### src/rtl/multicycle_control_pkg.sv
// Shared encodings for the multicycle control unit and its datapath:
// opcodes, FSM states, ALU operation codes, select values and the control word.
package multicycle_control_pkg;

    localparam int unsigned STATE_W  = 4;
    localparam int unsigned OPCODE_W = 6;
    localparam int unsigned ALUOP_W  = 3;
    localparam int unsigned SEL_W    = 2;

    localparam logic [OPCODE_W-1:0] OP_RTYPE = 6'b000000;
    localparam logic [OPCODE_W-1:0] OP_LW    = 6'b100011;
    localparam logic [OPCODE_W-1:0] OP_SW    = 6'b101011;
    localparam logic [OPCODE_W-1:0] OP_BEQ   = 6'b000100;
    localparam logic [OPCODE_W-1:0] OP_BNE   = 6'b000101;
    localparam logic [OPCODE_W-1:0] OP_ADDI  = 6'b001000;
    localparam logic [OPCODE_W-1:0] OP_ANDI  = 6'b001100;
    localparam logic [OPCODE_W-1:0] OP_ORI   = 6'b001101;
    localparam logic [OPCODE_W-1:0] OP_SLTI  = 6'b001010;
    localparam logic [OPCODE_W-1:0] OP_J     = 6'b000010;
    localparam logic [OPCODE_W-1:0] OP_JAL   = 6'b000011;

    typedef enum logic [STATE_W-1:0] {
        S_FETCH  = 4'd0,
        S_DECODE = 4'd1,
        S_MEMADR = 4'd2,
        S_MEMRD  = 4'd3,
        S_MEMWB  = 4'd4,
        S_MEMWR  = 4'd5,
        S_REXEC  = 4'd6,
        S_RWB    = 4'd7,
        S_BRANCH = 4'd8,
        S_IEXEC  = 4'd9,
        S_IWB    = 4'd10,
        S_JUMP   = 4'd11,
        S_JAL    = 4'd12,
        S_TRAP   = 4'd15
    } state_t;

    typedef enum logic [ALUOP_W-1:0] {
        ALU_ADD   = 3'd0,
        ALU_SUB   = 3'd1,
        ALU_FUNCT = 3'd2,
        ALU_AND   = 3'd3,
        ALU_OR    = 3'd4,
        ALU_SLT   = 3'd5
    } aluop_t;

    localparam logic [SEL_W-1:0] REGDST_RT    = 2'd0;
    localparam logic [SEL_W-1:0] REGDST_RD    = 2'd1;
    localparam logic [SEL_W-1:0] REGDST_R31   = 2'd2;
    localparam logic [SEL_W-1:0] MEMTOREG_ALU = 2'd0;
    localparam logic [SEL_W-1:0] MEMTOREG_MEM = 2'd1;
    localparam logic [SEL_W-1:0] MEMTOREG_PC4 = 2'd2;
    localparam logic [SEL_W-1:0] SRCB_REG     = 2'd0;
    localparam logic [SEL_W-1:0] SRCB_FOUR    = 2'd1;
    localparam logic [SEL_W-1:0] SRCB_SEXT    = 2'd2;
    localparam logic [SEL_W-1:0] SRCB_SEXT_SH = 2'd3;
    localparam logic [SEL_W-1:0] PCSRC_ALU    = 2'd0;
    localparam logic [SEL_W-1:0] PCSRC_ALUOUT = 2'd1;
    localparam logic [SEL_W-1:0] PCSRC_JUMP   = 2'd2;

    typedef struct packed {
        logic              pc_write;
        logic              pc_write_cond;
        logic              iord;
        logic              mem_read;
        logic              mem_write;
        logic              ir_write;
        logic              reg_write;
        logic              alu_src_a;
        logic [SEL_W-1:0]  reg_dst;
        logic [SEL_W-1:0]  mem_to_reg;
        logic [SEL_W-1:0]  alu_src_b;
        logic [SEL_W-1:0]  pc_source;
        aluop_t            alu_op;
        logic              trap;
    } ctrl_t;

    // ALU operation for the immediate-format arithmetic/logic instructions.
    function automatic aluop_t imm_aluop(input logic [OPCODE_W-1:0] op);
        case (op)
            OP_ANDI: return ALU_AND;
            OP_ORI:  return ALU_OR;
            OP_SLTI: return ALU_SLT;
            default: return ALU_ADD;
        endcase
    endfunction

endpackage

### src/rtl/next_state_logic.sv
// Combinational next-state dispatch for the multicycle control FSM.
module next_state_logic
    import multicycle_control_pkg::*;
#(
    parameter bit TRAP_ON_ILLEGAL = 1'b1
) (
    input  state_t                state_q,
    input  logic [OPCODE_W-1:0]   opcode,
    input  logic                  mem_ready,
    output state_t                next_state_c
);

    always_comb begin
        next_state_c = S_FETCH;
        case (state_q)
            S_FETCH:  next_state_c = mem_ready ? S_DECODE : S_FETCH;
            S_DECODE: begin
                case (opcode)
                    OP_RTYPE:                         next_state_c = S_REXEC;
                    OP_LW, OP_SW:                     next_state_c = S_MEMADR;
                    OP_BEQ, OP_BNE:                   next_state_c = S_BRANCH;
                    OP_ADDI, OP_ANDI, OP_ORI, OP_SLTI: next_state_c = S_IEXEC;
                    OP_J:                             next_state_c = S_JUMP;
                    OP_JAL:                           next_state_c = S_JAL;
                    default: next_state_c = TRAP_ON_ILLEGAL ? S_TRAP : S_FETCH;
                endcase
            end
            S_MEMADR: next_state_c = (opcode == OP_LW) ? S_MEMRD : S_MEMWR;
            S_MEMRD:  next_state_c = mem_ready ? S_MEMWB : S_MEMRD;
            S_MEMWR:  next_state_c = mem_ready ? S_FETCH : S_MEMWR;
            S_REXEC:  next_state_c = S_RWB;
            S_IEXEC:  next_state_c = S_IWB;
            S_TRAP:   next_state_c = S_TRAP;
            // Write-back, branch, jump states and unused encodings all return to fetch.
            default:  next_state_c = S_FETCH;
        endcase
    end

endmodule

### src/rtl/multicycle_control.sv
// Moore control FSM for a multicycle MIPS-style datapath; outputs decode from
// the state register and are forced to zero while reset is held low.
module multicycle_control
    import multicycle_control_pkg::*;
#(
    parameter bit TRAP_ON_ILLEGAL = 1'b1
) (
    input  logic                 CLK,
    input  logic                 reset,
    input  logic [OPCODE_W-1:0]  opcode,
    input  logic                 zero,
    input  logic                 mem_ready,
    output logic                 PCWrite,
    output logic                 PCWriteCond,
    output logic                 IorD,
    output logic                 MemRead,
    output logic                 MemWrite,
    output logic                 IRWrite,
    output logic                 RegWrite,
    output logic                 ALUSrcA,
    output logic [SEL_W-1:0]     RegDst,
    output logic [SEL_W-1:0]     MemtoReg,
    output logic [SEL_W-1:0]     ALUSrcB,
    output logic [SEL_W-1:0]     PCSource,
    output logic [ALUOP_W-1:0]   ALUop,
    output logic [STATE_W-1:0]   state,
    output logic                 trap
);

    state_t state_q;
    state_t next_state_c;
    ctrl_t  ctrl_c;

    next_state_logic #(
        .TRAP_ON_ILLEGAL (TRAP_ON_ILLEGAL)
    ) u_next_state_logic (
        .state_q      (state_q),
        .opcode       (opcode),
        .mem_ready    (mem_ready),
        .next_state_c (next_state_c)
    );

    always_ff @(posedge CLK or negedge reset) begin
        if (!reset) begin
            state_q <= S_FETCH;
        end else begin
            state_q <= next_state_c;
        end
    end

    // Output decode; gating with reset kills every enable asynchronously.
    always_comb begin
        ctrl_c = '0;
        if (reset) begin
            case (state_q)
                S_FETCH: begin
                    ctrl_c.mem_read  = 1'b1;
                    ctrl_c.alu_src_b = SRCB_FOUR;
                    ctrl_c.pc_source = PCSRC_ALU;
                    ctrl_c.ir_write  = mem_ready;
                    ctrl_c.pc_write  = mem_ready;
                end
                S_DECODE: begin
                    ctrl_c.alu_src_b = SRCB_SEXT_SH;
                end
                S_MEMADR: begin
                    ctrl_c.alu_src_a = 1'b1;
                    ctrl_c.alu_src_b = SRCB_SEXT;
                end
                S_MEMRD: begin
                    ctrl_c.iord     = 1'b1;
                    ctrl_c.mem_read = 1'b1;
                end
                S_MEMWR: begin
                    ctrl_c.iord      = 1'b1;
                    ctrl_c.mem_write = 1'b1;
                end
                S_MEMWB: begin
                    ctrl_c.reg_write  = 1'b1;
                    ctrl_c.reg_dst    = REGDST_RT;
                    ctrl_c.mem_to_reg = MEMTOREG_MEM;
                end
                S_REXEC: begin
                    ctrl_c.alu_src_a = 1'b1;
                    ctrl_c.alu_src_b = SRCB_REG;
                    ctrl_c.alu_op    = ALU_FUNCT;
                end
                S_RWB: begin
                    ctrl_c.reg_write  = 1'b1;
                    ctrl_c.reg_dst    = REGDST_RD;
                    ctrl_c.mem_to_reg = MEMTOREG_ALU;
                end
                S_BRANCH: begin
                    ctrl_c.alu_src_a = 1'b1;
                    ctrl_c.alu_src_b = SRCB_REG;
                    ctrl_c.alu_op    = ALU_SUB;
                    ctrl_c.pc_source = PCSRC_ALUOUT;
                    ctrl_c.pc_write  = ((opcode == OP_BEQ) && zero) ||
                                       ((opcode == OP_BNE) && !zero);
                end
                S_IEXEC: begin
                    ctrl_c.alu_src_a = 1'b1;
                    ctrl_c.alu_src_b = SRCB_SEXT;
                    ctrl_c.alu_op    = imm_aluop(opcode);
                end
                S_IWB: begin
                    ctrl_c.reg_write  = 1'b1;
                    ctrl_c.reg_dst    = REGDST_RT;
                    ctrl_c.mem_to_reg = MEMTOREG_ALU;
                end
                S_JUMP: begin
                    ctrl_c.pc_write  = 1'b1;
                    ctrl_c.pc_source = PCSRC_JUMP;
                end
                S_JAL: begin
                    ctrl_c.pc_write   = 1'b1;
                    ctrl_c.pc_source  = PCSRC_JUMP;
                    ctrl_c.reg_write  = 1'b1;
                    ctrl_c.reg_dst    = REGDST_R31;
                    ctrl_c.mem_to_reg = MEMTOREG_PC4;
                end
                S_TRAP: begin
                    ctrl_c.trap = 1'b1;
                end
                default: ctrl_c = '0;
            endcase
        end
    end

    assign PCWrite     = ctrl_c.pc_write;
    assign PCWriteCond = ctrl_c.pc_write_cond;
    assign IorD        = ctrl_c.iord;
    assign MemRead     = ctrl_c.mem_read;
    assign MemWrite    = ctrl_c.mem_write;
    assign IRWrite     = ctrl_c.ir_write;
    assign RegWrite    = ctrl_c.reg_write;
    assign ALUSrcA     = ctrl_c.alu_src_a;
    assign RegDst      = ctrl_c.reg_dst;
    assign MemtoReg    = ctrl_c.mem_to_reg;
    assign ALUSrcB     = ctrl_c.alu_src_b;
    assign PCSource    = ctrl_c.pc_source;
    assign ALUop       = ctrl_c.alu_op;
    assign trap        = ctrl_c.trap;
    assign state       = state_q;

endmodule

### config.mk
export PLATFORM = sky130hd
export DESIGN_NAME = multicycle_control
export DESIGN_NICKNAME = d
export VERILOG_FILES = /design/src/rtl/multicycle_control_pkg.sv /design/src/rtl/next_state_logic.sv /design/src/rtl/multicycle_control.sv
export SDC_FILE = /design/constraint.sdc
export NUM_CORES = 1
export LEC_CHECK = 0
export CAP_MARGIN = 20
export CORE_MARGIN = 2
export CORE_UTILIZATION = 45
export CTS_CLUSTER_DIAMETER = 120
export DETAILED_ROUTE_END_ITERATION = 10
export DONT_BUFFER_PORTS = 1
export PLACE_DENSITY_LB_ADDON = 0.2
export SLEW_MARGIN = 20
export SYNTH_ARGS = -nofsm -noshare
export SYNTH_HDL_FRONTEND = slang
export SYNTH_SLANG_ARGS = --single-unit
### constraint.sdc
create_clock -name CLK -period 1.66 [get_ports CLK]
set_clock_uncertainty 0.15 [all_clocks]
set_input_delay 0.332 -clock CLK [delete_from_list [all_inputs] [get_ports CLK]]
set_output_delay 0.332 -clock CLK [all_outputs]
set_load 0.03 [all_outputs]
==> impl.org, run 1 <==
** Yosys
- In this run, synthesis inferred 0 flip-flops with an integrated enable.
- For this run, the register share of the synthesized area comes to 0.130.
- Of all flip-flops after synthesis, the portion carrying an async set or reset was 1.00.
- The most used flip-flop cell after synthesis is sky130_fd_sc_hd__dfrtp_1.
- Synth top area share :: 0.130
- Of all cell types, the one taking the most synthesized area is sky130_fd_sc_hd__dfrtp_1.
- Number of synthesis warnings :: 0
- Most used standard cells in the synthesized netlist :: 17 x sky130_fd_sc_hd__nor2_1, 12 x sky130_fd_sc_hd__nand2_1, 8 x sky130_fd_sc_hd__a21oi_1, 8 x sky130_fd_sc_hd__nor3_1, 7 x sky130_fd_sc_hd__o21ai_0
- In this run, distinct cell masters in the synthesized netlist total 39.
- Sorting the synthesized cells by area gives the leading types as sky130_fd_sc_hd__dfrtp_1 13%, sky130_fd_sc_hd__nor2_1 8.3%, sky130_fd_sc_hd__nand2_1 5.9%.
- Most frequent cell after synthesis :: sky130_fd_sc_hd__nor2_1
- The cell area that synthesis handed to floorplanning was 768 µm².
- Net count after synthesis :: 130
- Mean instance size in the synthesized netlist :: 6.40 µm²
- Number of synthesized register bits :: 4
- Synthesized netlist cell count :: 120

** CTS
- CTS built an H-tree with a depth of 1.
- Total number of clock tree sinks :: 4
- The tree is rooted in a sky130_fd_sc_hd__clkbuf_4.
- In this run, CTS created clock tree buffers numbering 3.
- Buffer depth of the longest clock path :: 2

** Placed design
- Detailed placement finished with a half-perimeter wire length of 2210 µm.
- Port buffering added 0 buffers.
- The congestion estimate from routability-driven global placement came to 0.939.
- OpenSTA, run right after detailed placement, puts the worst setup slack at -73.6 ps.
- Area post-placement :: 1220 µm²

** Status
- Result of the run :: aborted with a tool error
- The flow stopped in global routing.
- The tool reported: "[ERROR DPL-0033] detailed placement checks failed during check placement".

** GRT
- The number of antenna violations at the first check in global routing is 0.
- Pin count of the biggest net entering global routing :: 12

** Floorplan
- From left edge to right edge, the die measures 45.3 µm.
- Number of core rows :: 14
- Effective utilization at floorplan :: 0.493
- Number of top-level pins :: 34
- Chip height :: 45.3 µm

** Timing
- After the last repair the worst path ends at an output port.
- Endpoint pin with the least setup slack after global-route repair :: PCWrite
## what timing repair did
item                                   in CTS
buffers inserted                            8
pin swaps                                   9
gates resized for setup                    34
setup endpoints to repair                  20
endpoints found under the hold margin       4
hold buffers                                1
## cells by family after synthesis
logic type	after synthesis	synth area share
mux	2	0.0277
flops	4	0.130
xor+xnor	3	0.0342
other cells	1	0.00488
compound gates	29	0.251
buf+inv	18	0.137
simple gates	63	0.415
## metrics by stage
step           cells  TNS [ps]
4_1_cts          175     -4530
3_5_place_dp     164      -440
3_3_place_gp     164      -246
2_1_floorplan    120     -1170
==> run 2, diff against run 1 <==
CORE_AREA = 2 2 63 65   (was not set)
CORE_MARGIN = not set   (was 2)
CORE_UTILIZATION = not set   (was 45)
CTS_CLUSTER_DIAMETER = not set   (was 120)
DIE_AREA = 0 0 65 67   (was not set)
PLACE_DENSITY_LB_ADDON = 0.15   (was 0.2)
clock period = 2.2 ns   (was 1.66 ns; I/O delays follow)
==> run 2 against run 1 <==
The run now ends clean. Synthesized area is the same. Synthesized cell count did not move.
==> impl.org, run 2 <==
** Routing
- After detailed routing, the number of remaining DRC violations is 0.
- Post-DRT Antenna Nets :: 0
- Dividing the detail-routed wire length by the instance count gives 14.5 µm.
- Using the TritonRoute via totals, the vias-per-cell ratio works out to 5.11.
- The first routing iteration left 29 violations.
- Via count :: 976
- Total wire length :: 2770 µm
- DR pass1 iterations :: 4

** CTS
- No sink is reached through more buffers than the 2 on the longest clock path.
- Clk_lat worst skew :: 210 ps
- CTS saw 4 sinks.
- TritonCTS built the clock tree.
- Root Buffer Master :: sky130_fd_sc_hd__clkbuf_8
- Clock-pin slew was measured on the worst setup and hold paths at 30 ps.
- H-Tree Level Count :: 1
- Buffers inserted during clock tree synthesis total 3.

** Cells and area
- In the final design database the tool counted 155 nets.
- Number of filler cells placed in the layout :: 417
- Summing all flip-flop and latch instances after layout gives 104 µm².
- Diodes inserted :: 0
- Most common cell after layout, fill and taps aside :: sky130_fd_sc_hd__buf_4
- Flip-flop count of the largest register after layout :: 4
- Combined area of the multi-input logic cells :: 603 µm²
- Layout area overhead :: 43.0%
- Of the cells placed in the final design, the portion with a size suffix greater than 1 is 0.343.
- After routing the design area is 1100 µm².
- In the layout the commonest cells are 29 x sky130_fd_sc_hd__buf_4, 16 x sky130_fd_sc_hd__nor2_1, 12 x sky130_fd_sc_hd__nand2_1, 7 x sky130_fd_sc_hd__a21oi_1.

** Pwr
- Of the total power, the clock network draws 0.107.
- Overall power after layout :: 0.00143 W
- For this design the total switching power over the nets is 0.000759 W.
- Standby leakage power :: 0.452 nW
- Fraction of power spent switching nets :: 0.530
- Cell-internal power :: 0.000673 W
- Max rail drop VDD :: 501 µV
- In this run the power density over the cells is 1300 nW/µm².
- Of the total power, combinational logic draws 0.758.
- Sequential group share of total power :: 0.135

** Floorplan
- Chip height :: 67 µm
- Core box area :: 3610 µm²
- The die covers 4360 µm².
- Floorplan die width :: 65 µm
- The initial utilization of the core area, before any placement, comes to 0.213.
- Number of core rows :: 22
- Number of top-level pins :: 34

** Yosys
- Each instance of the synthesized netlist takes up on average 6.40 µm².
- The mapped netlist covers 768 µm².
- Library cell occupying the most area in the post-synthesis netlist :: sky130_fd_sc_hd__dfrtp_1
- In this run, synthesis produced a sequential element count of 4.
- Yosys mapped a number of flops with a built-in enable equal to 0.
- Post-synth cell types :: 39
- After synthesis, the most frequently instantiated cells are 17 x sky130_fd_sc_hd__nor2_1, 12 x sky130_fd_sc_hd__nand2_1, 8 x sky130_fd_sc_hd__a21oi_1, 8 x sky130_fd_sc_hd__nor3_1, 7 x sky130_fd_sc_hd__o21ai_0.
- Sequential share of the synthesized area :: 0.130
- Leading post-synthesis cells by cell area :: sky130_fd_sc_hd__dfrtp_1 13%, sky130_fd_sc_hd__nor2_1 8.3%, sky130_fd_sc_hd__nand2_1 5.9%
- In the post-synthesis netlist, the cell with the most instances is sky130_fd_sc_hd__nor2_1.
- Net count after synthesis :: 130
- In the synthesized netlist the dominant register cell turns out to be sky130_fd_sc_hd__dfrtp_1.
- Synth top area share :: 0.130
- After synthesis, the share of flip-flops with an asynchronous set or reset is 1.00.
- Synthesis handed over a netlist of 120 instances.
- Number of synthesis warnings :: 0

** Placed design
- Half-perimeter wire length after detailed placement :: 2180 µm
- Area post-placement :: 1030 µm²
- Place WS :: 213 ps
- Input and output buffers added on the ports amount to 0.
- Gp weighted congestion :: 0.766

** Setup path
- STA classifies the critical path endpoint as an output port.
- By startpoint and endpoint, the worst setup path is classified as flip-flop to output port.
- Together, buffers and inverters on the worst path number 2.
- STA classifies the critical path startpoint as a flip-flop.
- Worst path most repeated cell :: sky130_fd_sc_hd__buf_4
- Longest individual stage delay on the worst path :: 480 ps
- Broken down by cell family, the worst path's largest delay share belongs to flip-flops.
- Crit-path cells :: buf_4, nand2b_1, nor3_1, buf_4
- Data on the critical path arrives at its endpoint at 1510 ps.
- In this run the worst path has a maximum fanout of 12.
- Crit path required time :: 1610 ps
- The largest individual stage delay along the critical path comes from the cell sky130_fd_sc_hd__dfrtp_2.

** GRT
- Entering global routing, the biggest net connects 15 pins.
- Overflow after GRT :: 0
- The number of global-route vias before repair is 892.
- The number of antenna violations at the first check in global routing was 0.
- In the global route stage, overall resource usage came out at 0.130.
- The first global-routing pass estimated 4380 µm of wire.

** Timing
- Across all setup checks in the final design, the least slack found is 97.3 ps.
- Max frequency :: 476 MHz
- Fin. Hold Viols :: 0
- Setup repair after global routing left no endpoint under its margin.
- The max-slew violation count is 0.
- Ratio of final minimum period to clock period :: 0.956
- Setup violations remaining at the end of the flow were counted as 0.
- After layout, the minimum clock period comes to 2100 ps.

** Status
- Result of the run :: finished, final reports clean

** Min path
- Worst hold path class :: primary input to flip-flop

** Job
- Number of max-capacitance violations reported :: 0
## run 2: layout make-up
class | instances | share of cell area
Timing Repair Buffer | 32 | 0.244
Sequential cell | 4 | 0.0945
Tap cell | 48 | 0.0547
Multi-Input combinational cell | 98 | 0.549
Inverter | 6 | 0.0205
Clock buffer | 3 | 0.0376
## run 2: final timing paths
| path | start | endpoint | slack (ps) | cells after the start |
|---|---|---|---|---|
| setup / recovery | state[1] | MemWrite | 100 | 4 |
| hold / removal | opcode[2] | state[1] | 280 | 2 |
| setup reg to reg | state[1] | state[2] | 450 | 5 |
| hold reg to reg | state[0] | state[2] | 540 | 1 |
| max in group asynchronous | reset | state[0] | 1360 | 1 |
| min in group asynchronous | reset | state[3] | 350 | 1 |
## run 2: stage by stage
step / hold slack [ps] / TNS [ps] / util / std cells
2_1_floorplan: -5.59 / -10.6 / - / 120
3_3_place_gp: -5.07 / 0 / 0.285 / 185
3_5_place_dp: -5.08 / 0 / 0.285 / 185
4_1_cts: 288 / 0 / 0.300 / 189
5_1_grt: 288 / 0 / 0.305 / 191
6_report: 280 / 0 / 0.305 / 191
## run 2: layer usage
| metal | wire length, µm | GRT usage | vias up |
|---|---|---|---|
| met1 | 1260 | 0.171 | 466 |
| met5 | 0 | 0 | - |
| met4 | 62 | 0.0479 | 0 |
| li1 | - | - | 473 |
| met3 | 153 | 0.0338 | 6 |
| met2 | 1290 | 0.205 | 31 |
## run 2: power groups by stage
stage / Combinational, W / Sequential [W] / Clock [W]
global placement: 0.00104 / 0.000194 / 0
finish: 0.00108 / 0.000194 / 0.000153
global route: 0.00117 / 0.000204 / 0.000165
detailed placement: 0.00105 / 0.000191 / 0
floorplan: 0.000707 / 0.000200 / 0
CTS: 0.00106 / 0.000195 / 0.000158
## run 2: worst register-to-register path, delay by kind of cell (launching register included)
| family | cells | cell delay, ps |
|---|---|---|
| AO/OA/AOI/OAI | 2 | 370 |
| buffers and inverters | 1 | 210 |
| AND/OR/NAND/NOR | 2 | 470 |
| flip-flops | 1 | 480 |
## run 2: cell families (layout without fill, tap and decap cells)
logic type | Yosys count | count (layout) | share of synthesized area
simple gates | 63 | 63 | 0.415
xor+xnor | 3 | 3 | 0.0342
flops | 4 | 4 | 0.130
buf+inv | 18 | 41 | 0.137
other cells | 1 | 1 | 0.00488
mux | 2 | 2 | 0.0277
compound gates | 29 | 29 | 0.251
## run 2: what timing repair did
item,CTS,global route
setup endpoints to repair,2,4
hold buffers,1,0
gates resized for setup,2,3
endpoints found under the hold margin,4,0
setup buffers,0,2
No activity file was read; power rests on OpenSTA's default activity.
==> patch 1 (flow settings as in run 2) <==
`TRAP_ON_ILLEGAL` is set to 1'b1 in 2 places; all go to 1'b0.
--- a/src/rtl/next_state_logic.sv
+++ b/src/rtl/next_state_logic.sv
@@ -2,7 +2,7 @@
 module next_state_logic
     import multicycle_control_pkg::*;
 #(
-    parameter bit TRAP_ON_ILLEGAL = 1'b1
+    parameter bit TRAP_ON_ILLEGAL = 1'b0
 ) (
     input  state_t                state_q,
     input  logic [OPCODE_W-1:0]   opcode,
--- a/src/rtl/multicycle_control.sv
+++ b/src/rtl/multicycle_control.sv
@@ -3,7 +3,7 @@
 module multicycle_control
     import multicycle_control_pkg::*;
 #(
-    parameter bit TRAP_ON_ILLEGAL = 1'b1
+    parameter bit TRAP_ON_ILLEGAL = 1'b0
 ) (
     input  logic                 CLK,
     input  logic                 reset,
Behaviour: not the same (Yosys sat finds a counterexample within 4 cycles, from zero or initial values and one cycle with reset low).
==> patch 1 against run 2 <==
Synthesized area fell by 9.9%. Sequential cell count did not move. The flow now finishes with violations (setup timing). Total power fell by 35%. Largest cell class unchanged. Non-clock buffer count fell by 1. Register-to-register slack got worse by 0.15 ns. Highest routed layer unchanged. Wire length fell by 2.6%. Worst setup slack got worse by 0.11 ns. Core utilization fell by 0.10 points. Final area fell by 0.34%.
==> patch 1: results (changes against run 2) <==
metric;value;unit;change
synthXorXnorAreaFrac;0.03797;;+0.003773
final-clk-cell-share;0.03771;;+0.0001287
hold_path_end;state[2]$_DFF_PN0_;;
min_path_cells;1;;-1
syn_nets;116;;-11%
crit_family;simple AND/OR/NAND/NOR gates;;
fill_cells;404;;-3.1%
p_clk;162;µW;+6%
leakage;0.4228;nW;-6.4%
status;finished, violations left;;
r2r_end;state[1]$_DFF_PN0_;;
crit_fanout;2;;-10
place_ws;0.08595;ns;-0.1273 ns
vias;877;;-10%
synthMuxAreaShare;0.04521;;+0.01752
routed-wl-met3;172;µm;+12%
violations;setup timing;;
synth_common_cells;nor2_1, nand2_1, a21oi_1;;
setup_ws;-0.008796;ns;-0.1061 ns
grt_usage;0.1268;;-0.003654
setup_viol;1;;+1
p_comb;654;µW;-39%
wl_met2;1.358;mm;+5.0%
synthTopCellsByArea;dfrtp_1, nor2_1, nand2_1, a21oi_1, nor2b_1;;
rrSetupSlack;0.30;ns;-0.15 ns
fin_setup_tns;-0.008796;ns;-0.008796 ns
use_met2;0.2178;;+0.01289
slowest_delay;0.51;ns;+0.03 ns
worstHoldStart;mem_ready;;
synth_top_area_frac;0.1447;;+0.01437
layout.comb_gates.multi_input;89;;-9.2%
-- patch 1: cell types whose count changed after synthesis, sizes merged, moves of 3 or more --
| cell | change |
|---|---|
| buf | -6 |
| clkbuf | +4 |
| nor3 | -4 |
| inv | -3 |
| nand2b | -3 |
-- patch 1: metrics by stage --
| step | std cells | cell area [µm²] | hold WS (ns) |
|---|---|---|---|
| after CTS | 178 | 1054 | 0.2219 |
| after global routing | 178 | 1095 | 0.2369 |
| final | 178 | 1095 | 0.2261 |
| after detailed placement | 172 | 969.7 | -0.005038 |
| after global placement | 172 | 969.7 | -0.005077 |
| after floorplan | 106 | 728.2 | -0.005591 |
-- patch 1: repair_timing --
| item | CTS | global route |
|---|---|---|
| resized for setup | 5 | 13 |
| hold buffers | 1 | 0 |
| setup buffers | 2 | 0 |
| setup endpoints to repair | 5 | 8 |
| hold endpoints to repair | 4 | 0 |
| gates cloned | 0 | 0 |
| pin swaps | 1 | 1 |
==> patch 2 (flow settings as in run 2) <==
Without the edit above. Make the reset (`reset`) synchronous in one clocked block. Comments in the files are not updated.
--- a/src/rtl/multicycle_control.sv
+++ b/src/rtl/multicycle_control.sv
@@ -40,7 +40,7 @@
         .next_state_c (next_state_c)
     );
 
-    always_ff @(posedge CLK or negedge reset) begin
+    always_ff @(posedge CLK) begin
         if (!reset) begin
             state_q <= S_FETCH;
         end else begin
Function: differs if reset is asserted again (counterexample within 4 cycles, from zero or initial values and one cycle with reset low); with reset held inactive, the same outputs for 10 cycles.
==> patch 2 against run 2 <==
First-iteration DRC count down 3.4%. Sequential cell count unchanged. Total power down 25%. Wire length down 9.8%. Synthesized area down 0.98%. Final area down 6.0%. Critical path depth unchanged. Worst setup slack worse by 0.029 ns. Core utilization down 1.8 points.
==> patch 2: results (changes against run 2) <==
metric;value;unit;change
status;complete, no violations;;
clk_pin_slew;0.03;ns;about the same
synthMuxAreaShare;0.03947;;+0.01179
grt_pass1_wl;4.071;mm;-7.1%
vdd_drop_max;0.0002685;V;-46%
place_ws;0.1318;ns;-0.08142 ns
routed-wl-met3;160;µm;+4.6%
wl_per_cell;14.04;µm;-3.2%
synth.distinct_cells;41;;+5.1%
async_flop_share;0;;-1.000
grt_usage;0.1193;;-0.01118
crit_family;simple AND/OR/NAND/NOR gates;;
met1Wirelength;1.106;mm;-12%
slowest_delay;0.48;ns;about the same
layout-drive-gt1-share;0.3615;;+0.01888
final-hold-violation-count;0;;unchanged
syn_nets;126;;-3.1%
use_met2;0.1894;;-0.01546
vias;879;;-9.9%
grt_pass1_vias;829;;-7.1%
grt.busiest_layer;met2;;
finalNetCount;142;;-8.4%
synth-compound-area-share;0.2697;;+0.01892
gp_congestion;0.7439;;-2.9%
cp.arrival;1.54;ns;+0.03 ns
p_comb;767;µW;-29%
grt_max_degree;14;;-1
highest_layer;met4;;
wl_met2;1.206;mm;-6.7%
diodes;0;;unchanged
pwr-share-seq;0.140;;+0.005
leakage;0.3717;nW;-18%
met1_usage;0.1490;;-0.02166
synth_common_cells;nor2_1, clkbuf_1, nand2_1;;
use_met3;0.03716;;+0.003378
largest_register_ffs;4;;unchanged
synthTopCellsByArea;dfxtp_1, nor2_1, nand2b_1, nor2b_1, nor4_1;;
drt_iter0_drc;28;;-3.4%
synthXorXnorAreaFrac;0.02303;;-0.01118
hpwl;2.023;mm;-7.0%
ys_seq_area_frac;0.1053;;-0.02503
crit_fanout;6;;-6
internal_power;515.0;µW;-23%
cpMaxStageDelayCell;or3b_2;;
## patch 2: changes by cell type after synthesis, sizes merged, moves of 3 or more
cell	before	now
a21boi	0	3
a21oi	8	1
buf	10	6
clkbuf	2	8
dfrtp	4	0
dfxtp	0	4
inv	6	1
nand2	12	8
nor4	2	5
## patch 2: per-stage QoR
stage | hold slack [ns] | cell area (µm²) | total power, mW | std cells
after detailed placement | 0.5120 | 968.4 | 0.9035 | 175
after global routing | 0.3738 | 1032 | 1.154 | 178
after floorplan | 0.5851 | 790.8 | 0.6999 | 116
final | 0.3335 | 1032 | 1.070 | 178
after global placement | 0.4985 | 968.4 | 0.9136 | 175
after CTS | 0.3440 | 1017 | 1.067 | 178
## patch 2: timing repair
item	in CTS	in global routing
pin swaps	1	1
setup endpoints to repair	1	4
gates resized for setup	2	4
## patch 2: cells by family (layout without fill, tap and decap cells)
| logic type | after synthesis | in the layout |
|---|---|---|
| AO/OA/AOI/OAI | 26 | 26 |
| AND/OR/NAND/NOR | 65 | 65 |
| other | 1 | 1 |
| buffers and inverters | 15 | 29 |
| multiplexers | 3 | 3 |
| XOR/XNOR | 2 | 2 |
| flip-flops | 4 | 4 |
## patch 2: cell type report
type / count / area [µm²]
clock buffer: 3 / 41.29
fill: 419 / 2574
inverter: 1 / 3.754
multi-input combinational: 97 / 651.9
sequential: 4 / 83.83
tap: 48 / 60.06
timing repair buffer: 25 / 191.4
## patch 2: final timing paths
check	slack (ns)	to	start	cells after the start
worst max-delay path	0.07	PCWrite	state[2]$_SDFF_PN0_	4
worst min-delay path	0.33	state[0]$_SDFF_PN0_	opcode[4]	2
worst max register to register	0.38	state[2]$_SDFF_PN0_	state[2]$_SDFF_PN0_	5
worst min register to register	0.46	state[2]$_SDFF_PN0_	state[1]$_SDFF_PN0_	2
